## src/rtl/fl_netcope_hdr_strip.sv

```systemverilog
// fl_netcope_hdr_strip: strips the first FrameLink part (header) of each frame and forwards the rest
module fl_netcope_hdr_strip #(
  parameter int DATA_WIDTH = 64,
  parameter int REM_WIDTH  = $clog2(DATA_WIDTH / 8)
) (
  input  logic                  CLK,
  input  logic                  RESET,
  input  logic [DATA_WIDTH-1:0] RX_DATA,
  input  logic [REM_WIDTH-1:0]  RX_REM,
  input  logic                  RX_SOF_N,
  input  logic                  RX_EOF_N,
  input  logic                  RX_SOP_N,
  input  logic                  RX_EOP_N,
  input  logic                  RX_SRC_RDY_N,
  output logic                  RX_DST_RDY_N,
  output logic [DATA_WIDTH-1:0] TX_DATA,
  output logic [REM_WIDTH-1:0]  TX_REM,
  output logic                  TX_SOF_N,
  output logic                  TX_EOF_N,
  output logic                  TX_SOP_N,
  output logic                  TX_EOP_N,
  output logic                  TX_SRC_RDY_N,
  input  logic                  TX_DST_RDY_N,
  output logic [31:0]           FRAME_CNT,
  output logic [15:0]           DROP_CNT
);
  typedef enum logic [1:0] {HDR, PAY_FIRST, PAY} state_t;
  state_t state, state_nxt;
  logic valid, init, rx_xfer, tx_xfer, load, drop;
  assign RX_DST_RDY_N = ~RESET | init | (valid & TX_DST_RDY_N);
  assign TX_SRC_RDY_N = ~RESET | ~valid;
  assign rx_xfer = ~RX_SRC_RDY_N & ~RX_DST_RDY_N;
  assign tx_xfer = ~TX_SRC_RDY_N & ~TX_DST_RDY_N;
  // header words and stray frame starts are swallowed; payload words go to the output register
  always_comb begin
    state_nxt = state;
    load = 1'b0;
    drop = 1'b0;
    if (rx_xfer) begin
      if (state == HDR || !RX_SOF_N) begin
        drop = !RX_EOF_N || state != HDR;
        state_nxt = (RX_EOF_N && !RX_EOP_N) ? PAY_FIRST : HDR;
      end else begin
        load = 1'b1;
        state_nxt = !RX_EOF_N ? HDR : PAY;
      end
    end
  end
  // state, output register and statistics counters
  always_ff @(posedge CLK) begin
    if (!RESET) begin
      state     <= HDR;
      valid     <= 1'b0;
      init      <= 1'b1;
      TX_DATA   <= '0;
      TX_REM    <= '0;
      TX_SOF_N  <= 1'b1;
      TX_EOF_N  <= 1'b1;
      TX_SOP_N  <= 1'b1;
      TX_EOP_N  <= 1'b1;
      FRAME_CNT <= '0;
      DROP_CNT  <= '0;
    end else begin
      init  <= 1'b0;
      state <= state_nxt;
      valid <= load | (valid & ~tx_xfer);
      if (load) begin
        TX_DATA  <= RX_DATA;
        TX_REM   <= RX_REM;
        TX_SOF_N <= state != PAY_FIRST;
        TX_SOP_N <= (state == PAY_FIRST) ? 1'b0 : RX_SOP_N;
        TX_EOP_N <= RX_EOP_N;
        TX_EOF_N <= RX_EOF_N;
      end
      if (tx_xfer && !TX_EOF_N) FRAME_CNT <= FRAME_CNT + 32'd1;
      if (drop && DROP_CNT != 16'hFFFF) DROP_CNT <= DROP_CNT + 16'd1;
    end
  end
endmodule

```

## config.mk

```make
export PLATFORM = sky130hd
export DESIGN_NAME = fl_netcope_hdr_strip
export DESIGN_NICKNAME = d
export VERILOG_FILES = /design/src/rtl/fl_netcope_hdr_strip.sv
export SDC_FILE = /design/constraint.sdc
export NUM_CORES = 1
export LEC_CHECK = 0
export ABC_AREA = 1
export BUFFER_PORTS_ARGS = -buffer_cell sky130_fd_sc_hd__buf_4
export CAP_MARGIN = 20
export CORE_MARGIN = 2
export CORE_UTILIZATION = 30
export DETAILED_ROUTE_END_ITERATION = 8
export HOLD_SLACK_MARGIN = 0.06
export PLACE_DENSITY_LB_ADDON = 0.05
export SLEW_MARGIN = 25
export SYNTH_ARGS = -nofsm -noshare
export SYNTH_HDL_FRONTEND = slang
export SYNTH_SLANG_ARGS = --single-unit
```

## constraint.sdc

```tcl
create_clock -name CLK -period 4.99 [get_ports CLK]
set_clock_uncertainty 0.1 [all_clocks]
set_input_delay 0.499 -clock CLK [delete_from_list [all_inputs] [get_ports CLK]]
set_output_delay 0.499 -clock CLK [all_outputs]
set_load 0.02 [all_outputs]
```

==> flow_metrics.py <==
metrics = {
    "layout": {
        "n_fill_cell": 1816,
        "regArea_mm2": 0.00246,
        "drive_gt1_frac": 0.249,
        "final_cells": 1197,
        "area_delta_synth_final_pct": 43.7,
        "final_nets": 1036,
        "fin_util": 0.440,
        "n_antenna_cell": 0,
        "multiInputGateArea_mm2": 0.00246,
    },
    "power": {
        "peakVddDrop_uv": 239,
        "p_leak_nw": 3.44,
        "power_density_mw_per_mm2": 324,
        "total_power_mw": 2.46,
    },
    "clock_tree": {
        "cts.root.buffer_cell": "clkbuf_16",
        "clk_latency_ns": 0.42,
        "clock_path_buffers": 2,
        "clock-sinks": 123,
        "post_cts_buffers": 0,
        "htreeDepth": 4,
        "clkTransAtPathRegs_ns": 0.05,
        "cts_hold_buf": 0,
        "cts_resized": 0,
        "cts_made_buffers": 17,
        "cts_tree": "yes",
    },
    "synth": {
        "synth-adder-area-share": 0.00475,
        "synth_cell_types": 30,
        "synth-compound-area-share": 0.115,
        "yosys_warnings": 0,
        "synth_xor_xnor_area_share": 0.0133,
        "synth.mux.area_fraction": 0,
        "yosysTopAreaCell": "dfxtp_1",
        "synthTopCellsByArea": "dfxtp_1, nor2_1, nand2_1",
        "syn_inst": 772,
        "synth_simple_gate_area_frac": 0.332,
        "synth_top_family_by_area": "simple AND/OR/NAND/NOR gates",
        "synth-seq-cells": 123,
        "postSynthAreaPerCell_um2": 6.83,
        "synth_top_area_frac": 0.467,
        "synth-seq-area-share": 0.467,
        "synthesis.area_mm2": 0.00527,
        "synth_nets": 849,
    },
    "routing": {
        "drtPass1Iterations": 4,
        "wl_per_cell_um": 13.5,
        "post_drt_via_cell_ratio": 4.45,
        "drc_errors": 0,
        "drt-initial-drc-count": 271,
        "vias": 5321,
        "drt_wl_total_mm": 16.2,
        "antenna_left": 0,
    },
    "die": {
        "die_w_um": 137,
        "row_count": 48,
        "die_area_mm2": 0.0187,
        "start_util": 0.306,
        "core_area_mm2": 0.0172,
        "io_pins": 196,
        "die-height_um": 137,
    },
    "critical_path": {
        "path_cells": "buf_4, buf_4, nand3_1, buf_4",
        "r2r-end": "DROP_CNT[10]",
        "critPathSlowestCell": "buf_4",
        "worst-path-buf-inv": 3,
        "cp_top_family": "buffers and inverters",
        "critPathMostFrequentCell": "buf_4",
        "crit_path_end_kind": "output port",
        "arrival_ns": 1.85,
        "r2r_setup_slack_ns": 3.00,
        "crit_type": "in -> out",
        "start_kind": "input pin",
        "max_stage_delay_ns": 0.48,
        "reg2reg_from": "DROP_CNT[0]",
        "cp.required_ns": 4.39,
        "critPathMaxFanout": 64,
        "worst-r2r-cell-count": 9,
    },
    "grt": {
        "grt_antenna_before_repair": 0,
        "grt_pass1_vias": 5042,
        "grt_pass1_wl_mm": 25.9,
        "gr-total-overflow": 0,
        "track_usage": 0.178,
        "grt_max_degree": 71,
    },
    "timing": {
        "holdWs_ns": 0.193,
        "finalSetupViolCount": 0,
        "tightest_slew_ns": 0.863,
        "slew_violations": 0,
        "fin_setup_tns_ns": 0,
        "period_needed_ns": 2.45,
        "rsz0062_at_grt": "no",
        "hold_viol": 0,
        "relSlewSlack": 0.424,
        "timing.fmax_mhz": 408,
        "post-route-period-util": 0.492,
    },
    "outcome": {
        "status": "completed",
    },
    "placed_design": {
        "dpl.hpwl_mm": 11.4,
        "gp_congestion": 0.783,
        "port_buffers": 195,
        "placed_cells": 1165,
    },
    "min_path": {
        "min_to": "TX_SOP_N",
        "holdPathStages": 3,
        "worstHoldStart": "RX_SOP_N",
        "holdCritPathClass": "in -> reg",
    },
    "flow_run": {
        "cap_violations": 0,
    },
}
-- cells by family (layout without fill, tap and decap cells) --
kind of cell             after synthesis  count (layout)
AO/OA/AOI/OAI                        118             118
XOR/XNOR                               8               8
adder cells (fa/ha/maj)                2               2
buffers and inverters                 91             291
flip-flops                           123             123
AND/OR/NAND/NOR                      430             430
-- cell usage in the layout, fill, tap and decap left out --
cell type	netlist	layout
nand2_1	144	144
buf_4	1	198
nand3_2	1	1
nand2_2	2	2
nor3b_1	1	1
clkbuf_16	0	17
and3_1	1	1
inv_2	2	2
nand3_1	33	33
nand3b_1	1	1
nand4_4	1	1
inv_1	59	59
xnor2_1	3	3
o21bai_1	4	4
clkbuf_8	0	1
clkinvlp_4	0	3
o21ai_0	81	81
nor2_1	225	225
nor2_2	5	4
inv_6	0	1
a31oi_1	1	1
o21a_1	1	1
xor2_1	5	5
nor3_1	3	3
clkinv_4	0	4
o211ai_1	1	1
dfxtp_1	123	123
nand4_1	11	11
ha_1	2	2
nor2_4	2	3
o21ai_1	1	1
bufinv_16	0	5
a21oi_1	29	29
clkbuf_1	26	1
-- worst min-delay path: cells and delay by family --
kind	cells	cell delay [ns]
and+or+nand+nor	2	0.10
buffers and inverters	1	0.08
-- per-stage QoR --
| step | cell area (um2) | worst slack (ns) |
|---|---|---|
| floorplan | 5270 | 3.12 |
| global placement | 6920 | 2.45 |
| detailed placement | 6920 | 2.40 |
| CTS | 7580 | 2.48 |
| global route | 7580 | 2.40 |
| finish | 7580 | 2.54 |
-- layout make-up --
class | instances | share of cell area
flip-flops and latches | 123 | 0.325
multi-input cells | 558 | 0.325
repair buffers | 198 | 0.196
clock buffers | 19 | 0.0584
well taps | 225 | 0.0371
inverters | 61 | 0.0302
clock inverters | 13 | 0.0286
-- power breakdown --
group / switching [mW] / leakage [nW] / total (mW) / internal, mW
Clock: 0.484 / 0.310 / 1.39 / 0.904
Sequential: 0.00171 / 0.991 / 0.986 / 0.985
Combinational: 0.0379 / 2.13 / 0.0838 / 0.0459
Total: 0.523 / 3.44 / 2.46 / 1.93
-- registers in the layout, indices dropped and copies added, names as in the netlist --
register	cells
DROP_CNT	16
FRAME_CNT	32
TX_DATA	64
TX_EOF_N	1
TX_EOP_N	1
TX_REM	3
TX_SOF_N	1
TX_SOP_N	1
init	1
state	2
valid	1
-- routing by layer --
layer | routed length [um] | vias to the layer above | GRT usage
met1 | 7290 | 2323 | 0.219
met2 | 6970 | 148 | 0.265
met5 | 0 | - | 0
met4 | 336 | 0 | 0.0758
li1 | - | 2823 | -
met3 | 1600 | 27 | 0.0859
-- cell usage after synthesis (all sizes together) --
cell type	count
xor2	5
nor2	232
nand2	146
ha	2
o211ai	1
o21bai	4
a21oi	29
a31oi	1
nand3	34
buf	4
clkbuf	26
dfxtp	123
nand3b	1
inv	61
nand4	12
xnor2	3
nor3b	1
nor3	3
o21a	1
and3	1
o21ai	82
-- how the worst max path moves through the flow --
| stage | slack [ns] | cells after the start | startpoint | to |
|---|---|---|---|---|
| final | 2.54 | 4 | RESET | RX_DST_RDY_N |
| after global routing | 2.40 | 4 | RESET | RX_DST_RDY_N |
| after CTS | 2.48 | 4 | RESET | RX_DST_RDY_N |
| after detailed placement | 2.40 | 9 | RESET | FRAME_CNT[23] |
| after global placement | 2.45 | 8 | RESET | FRAME_CNT[16] |
| after floorplan | 3.12 | 3 | RESET | RX_DST_RDY_N |
Power figures use the tool's default switching activity.
